### config.mk
export PLATFORM = sky130hd
export DESIGN_NAME = pipe_reg
export DESIGN_NICKNAME = d
export VERILOG_FILES = /design/src/rtl/pipe_reg.sv
export SDC_FILE = /design/constraint.sdc
export NUM_CORES = 1
export LEC_CHECK = 0
export CORE_MARGIN = 2
export CORE_UTILIZATION = 40
export CTS_CLUSTER_DIAMETER = 30
export CTS_CLUSTER_SIZE = 16
export DETAILED_ROUTE_END_ITERATION = 8
export SKIP_LAST_GASP = 1
export SLEW_MARGIN = 15
export SYNTH_ARGS = -nofsm -noshare
export SYNTH_HDL_FRONTEND = slang
export SYNTH_SLANG_ARGS = --single-unit
### constraint.sdc
create_clock -name clk -period 2.08 [get_ports clk]
set_input_delay 0.208 -clock clk [delete_from_list [all_inputs] [get_ports clk]]
set_output_delay 0.208 -clock clk [all_outputs]
set_load 0.02 [all_outputs]
### src/rtl/pipe_reg.sv
// Elastic valid/ready register pipeline with collapsing bubbles and synchronous flush.
// Optional feature: define PIPE_REG_OCC_EN to add the registered occupancy counter and port.
module pipe_reg #(
    parameter int WIDTH = 16,
    parameter int DEPTH = 4
) (
    input  logic             clk,
    input  logic             reset,
    input  logic             flush,
    input  logic             in_valid,
    output logic             in_ready,
    input  logic [WIDTH-1:0] in_data,
    output logic             out_valid,
    input  logic             out_ready,
    output logic [WIDTH-1:0] out_data
`ifdef PIPE_REG_OCC_EN
    ,
    output logic [$clog2(DEPTH+1)-1:0] occupancy
`endif
);

    logic [DEPTH-1:0]            valid_q;
    logic [DEPTH-1:0]            valid_d;
    logic [DEPTH-1:0][WIDTH-1:0] data_q;
    logic [DEPTH-1:0][WIDTH-1:0] data_d;
    logic [DEPTH-1:0]            ready;
    logic                        hole;

    // A stage can take new data if any stage at or after it is empty, or the tail drains.
    always_comb begin
        ready = '0;
        hole  = out_ready;
        for (int i = DEPTH - 1; i >= 0; i--) begin
            hole     = hole | ~valid_q[i];
            ready[i] = hole;
        end
    end

    always_comb begin
        valid_d = valid_q;
        data_d  = data_q;
        if (flush) begin
            valid_d = '0;
        end else begin
            if (ready[0]) begin
                valid_d[0] = in_valid;
                if (in_valid) begin
                    data_d[0] = in_data;
                end
            end
            for (int i = 1; i < DEPTH; i++) begin
                if (ready[i]) begin
                    valid_d[i] = valid_q[i-1];
                    if (valid_q[i-1]) begin
                        data_d[i] = data_q[i-1];
                    end
                end
            end
        end
    end

    always_ff @(posedge clk or negedge reset) begin
        if (!reset) begin
            valid_q <= '0;
            data_q  <= '0;
        end else begin
            valid_q <= valid_d;
            data_q  <= data_d;
        end
    end

    // reset gates in_ready directly so nothing is offered as accepted while held in reset
    assign in_ready  = ready[0] & ~flush & reset;
    assign out_valid = valid_q[DEPTH-1] & ~flush;
    assign out_data  = data_q[DEPTH-1];

`ifdef PIPE_REG_OCC_EN
    localparam int OCC_W = $clog2(DEPTH + 1);

    logic [OCC_W-1:0] occ_q;
    logic [OCC_W-1:0] occ_d;
    logic             in_fire;
    logic             out_fire;

    always_comb begin
        in_fire  = in_valid & in_ready;
        out_fire = out_valid & out_ready;
        occ_d    = occ_q;
        if (flush) begin
            occ_d = '0;
        end else if (in_fire && !out_fire) begin
            occ_d = occ_q + OCC_W'(1);
        end else if (out_fire && !in_fire) begin
            occ_d = occ_q - OCC_W'(1);
        end
    end

    always_ff @(posedge clk or negedge reset) begin
        if (!reset) begin
            occ_q <= '0;
        end else begin
            occ_q <= occ_d;
        end
    end

    assign occupancy = occ_q;
`endif

endmodule

Yosys cells after proc, flatten, opt, wreduce, memory -nomap -nowiden
Index checks and enable logic that the tools add are counted.
- flip-flop bits (word level): 68
- output and inout port bits: 18
- muxes and demuxes: 5
- bitwise gates (word level): 12
- reductions and logical operators: 8
- operator list (cell ; count):
    3-bit AND reduction ; 4
    2-bit nonzero test ; 4
    1-bit NOT ; 5
    1-bit two-way mux ; 4
    4-bit two-way mux ; 1
    1-bit bitwise OR ; 4
    1-bit AND ; 3

Logic depth before layout (Yosys ltp)
- word-level depth: 7
- mapped depth: 6
- mapped depth without buffers: 3

Least setup slack after synthesis
No wires, ideal clock.
- path type: flip-flop to flip-flop
- start: register valid_q[2]
- end: register data_q[16] (netlist bit)
- library setup time: 0.125 ns
- arrival: 1.604 ns
- slack: 0.351 ns
- stages on the path, launching flop included: 7
- cells stage by stage: dfrtp_1 and4b_1 buf_6 or3b_1 buf_6 buf_12 mux2_4
- cells in the longest elaborated chain, start to end: 4
- RTL lines (what ; RTL line ; text):
    start: declaration ; 22 ; logic [DEPTH-1:0] valid_q;
    start signal: assignment ; 67 ; valid_q <= valid_d;
    1-bit NOT ; 34 ; hole = hole | ~valid_q[i];
    1-bit bitwise OR (2 in series) ; 34 ;
    3-bit AND reduction (no line) ; -- ;
    end signal: assignment ; 68 ; data_q <= data_d;
    end: declaration ; 24 ; logic [DEPTH-1:0][WIDTH-1:0] data_q;
No other way between the ends.
A chain may end at the register's enable or synchronous reset.

Worst setup path after layout
- start: register valid_q[2]
- end: output in_ready
- cells in the longest elaborated chain, start to end: 6
- RTL lines (what ; RTL line ; text):
    1-bit NOT ; 34 ;
    1-bit bitwise OR (3 in series) ; 34 ;
    1-bit AND (2 in series) ; 73 ; assign in_ready = ready[0] & ~flush & reset;
    end: declaration ; 11 ; output logic in_ready,
No other way between the ends.

==> flow_summary.ini <==
[outcome]
status = complete, no violations

[setup_path]
critPathMaxFanout = 5
critPathLaunch = valid_q[2]
rr_worst_depth = 4
slowest_delay_ns = 0.62
endpoint_kind = primary output
crit_path_top_delay_cell = clkdlybuf4s50_1
r2r_slack_ns = 0.41
crit_path_end = in_ready
path_depth = 3
cp_data_arrival_time_ns = 1.77
crit_family = buffers and inverters
cp.required_ns = 1.87
r2r-start = valid_q[2]
crit_type = reg2out
r2r_end = data_q[20]
critPathBufInv = 1
critical_path.cell_chain = and4b_1 -> a21oi_1 -> clkdlybuf4s50_1
startpoint_type = flip-flop

[finish]
n_fill_cell = 582
nets = 225
n_antenna_cell = 0
final_cell_mix = dfrtp_1 (68), mux2_2 (53), clkdlybuf4s50_1 (37), clkbuf_8 (11), mux2_4 (10)
drive_gt1_share_pct = 39.7
areaGrowthSynthToFinish_pct = 17.7
final_common_cell = dfrtp_1

[sta]
max_slew.worst_pin.slew_ns = 0.825
fin_skew_ns = 0.00488
fmax_ghz = 0.504
fin_hold_ws_ns = 0.0930
finalHoldViolCount = 0
setup-tns-final_ns = 0
slew_viol_final = 0
rsz0062_at_grt = no
max_slew_margin_pct = 45.0
fin_crit_sh_pct = 95.3
min_period_ns = 1.98
setup_viol = 0

[clocking]
cts_resized = 0
numCtsBuffers = 9
cts-root-buf = clkbuf_8
postCtsSetupBuffers = 0
tritoncts = done
ctsHtreeMaxLevel = 3
cts_buffer_depth = 2
clock_latency_ns = 0.32
cts_hold_buf = 0
clock-sinks = 68
clkTransAtPathRegs_ns = 0.06

[global_routing]
grt-ovfl-total = 0
met3_usage_pct = 2.94
met1_usage_pct = 18.3
grt-busiest-layer = met2
antenna_found_initial = 0
grt_max_degree = 69
grt_pass1_vias = 1515
grt_pass1_wl_mm = 7.53
grt.total_usage_pct = 13.2
use_met2_pct = 19.2

[logic_synthesis]
yosys_warnings = 0
ys_ff_latch = 68
syn_inst = 176
netlist_area_sq_mm = 0.00276
syn_area_per_cell_sq_um = 15.7
ys_types = 18
synthesis.nets = 197
seq_area_frac_synth_pct = 61.6

[die]
die_area_sq_mm = 0.00759
die-height_um = 87.1
fp-row-count = 30
start_util_pct = 40.9
core_area_sq_mm = 0.00676
io_pins = 39
die_x_um = 87.1

[pwr]
irDropWorstVdd_mv = 0.387
leakagePower_nw = 1.46
power_density_mw_per_mm2 = 1130

[route]
wl_mm = 4.36
viasPerCell = 4.76
ant_nets = 0
wire_per_inst_um = 15.3
vias = 1351
route.detailed.drc = 0
drt_iter0_markers = 98
dr.pass1.iters = 3

[place]
io_buffer_count = 38
gp_congestion = 0.766
hpwl_mm = 3.12

[run]
drv_cap = 0

[worst_hold_path]
hold_path_class = in2async
final cells by class:
type	instances	area [sq um]	area share [%]
repair buffers	42	430	13.2
clock buffers	11	151	4.65
inverters	1	3.75	0.115
multi-input cells	82	867	26.6
well taps	80	100	3.08
flip-flops and latches	68	1700	52.3
worst register-to-register path, stage by stage (launching register included):
cell     delay [ns]
dfrtp_1        0.41
and4b_1        0.24
or3b_1         0.42
buf_12         0.18
mux2_4         0.30
synth_stat cells:
cell type | count | area, sq um
buf_12 | 1 | 20.0
mux2_2 | 53 | 597
buf_2 | 5 | 25.0
mux2_1 | 1 | 11.3
nor2_1 | 6 | 22.5
mux2_4 | 10 | 150
dfrtp_1 | 68 | 1700
or3b_1 | 2 | 17.5
a21oi_2 | 1 | 8.76
inv_1 | 1 | 3.75
buf_6 | 2 | 22.5
nand2b_1 | 2 | 12.5
clkbuf_1 | 1 | 3.75
a211o_2 | 1 | 10.0
a21oi_1 | 3 | 15.0
buf_4 | 16 | 120
and4b_1 | 1 | 10.0
nor2b_1 | 2 | 12.5
power breakdown:
part / leakage [nW] / total (W) / switching [W] / internal, W
Sequential: 0.835 / 0.00191 / 0.000207 / 0.00171
Clock: 0.0791 / 0.000874 / 0.000409 / 0.000465
Combinational: 0.549 / 0.000880 / 0.000331 / 0.000549
Total: 1.46 / 0.00367 / 0.000947 / 0.00272
cell families (layout without fill, tap and decap cells):
| logic type | count (synthesis) | count (layout) | synth area share (%) |
|---|---|---|---|
| compound gates | 5 | 5 | 1.22 |
| mux | 64 | 64 | 27.4 |
| flops | 68 | 68 | 61.6 |
| simple gates | 13 | 13 | 2.72 |
| buf+inv | 26 | 54 | 7.06 |
through the flow:
stage / utilization, % / std cells / area (sq um) / total power (W) / setup WS (ns)
after floorplan: - / 176 / 2760 / 0.00257 / 0.351
after global placement: 45.9 / 273 / 3100 / 0.00278 / 0.163
after detailed placement: 45.9 / 273 / 3100 / 0.00284 / 0.111
after CTS: 48.2 / 284 / 3250 / 0.00373 / 0.0713
after global routing: 48.2 / 284 / 3250 / 0.00389 / 0.00669
final: 48.2 / 284 / 3250 / 0.00367 / 0.0973
worst min path at each step:
stage	startpoint	endpoint	slack, ns	cells past startpoint
after floorplan	reset	data_q[0]	-0.09	0
after global placement	reset	data_q[14]	0.46	2
after detailed placement	data_q[41]	out_data[9]	0.47	1
after CTS	reset	data_q[14]	0.13	2
after global routing	reset	data_q[14]	0.17	2
final	reset	valid_q[3]	0.09	2
sequential cells by signal, indices dropped and copies added (netlist names):
name	cells
valid_q	4
data_q	48
out_data	16
routing by layer:
layer / part of all wire (%) / wire length (um)
met1: 47 / 2070
met5: 0 / 0
met3: 3.3 / 143
met4: 1.6 / 70
met2: 48 / 2080
(Power assumes the default switching activity.)
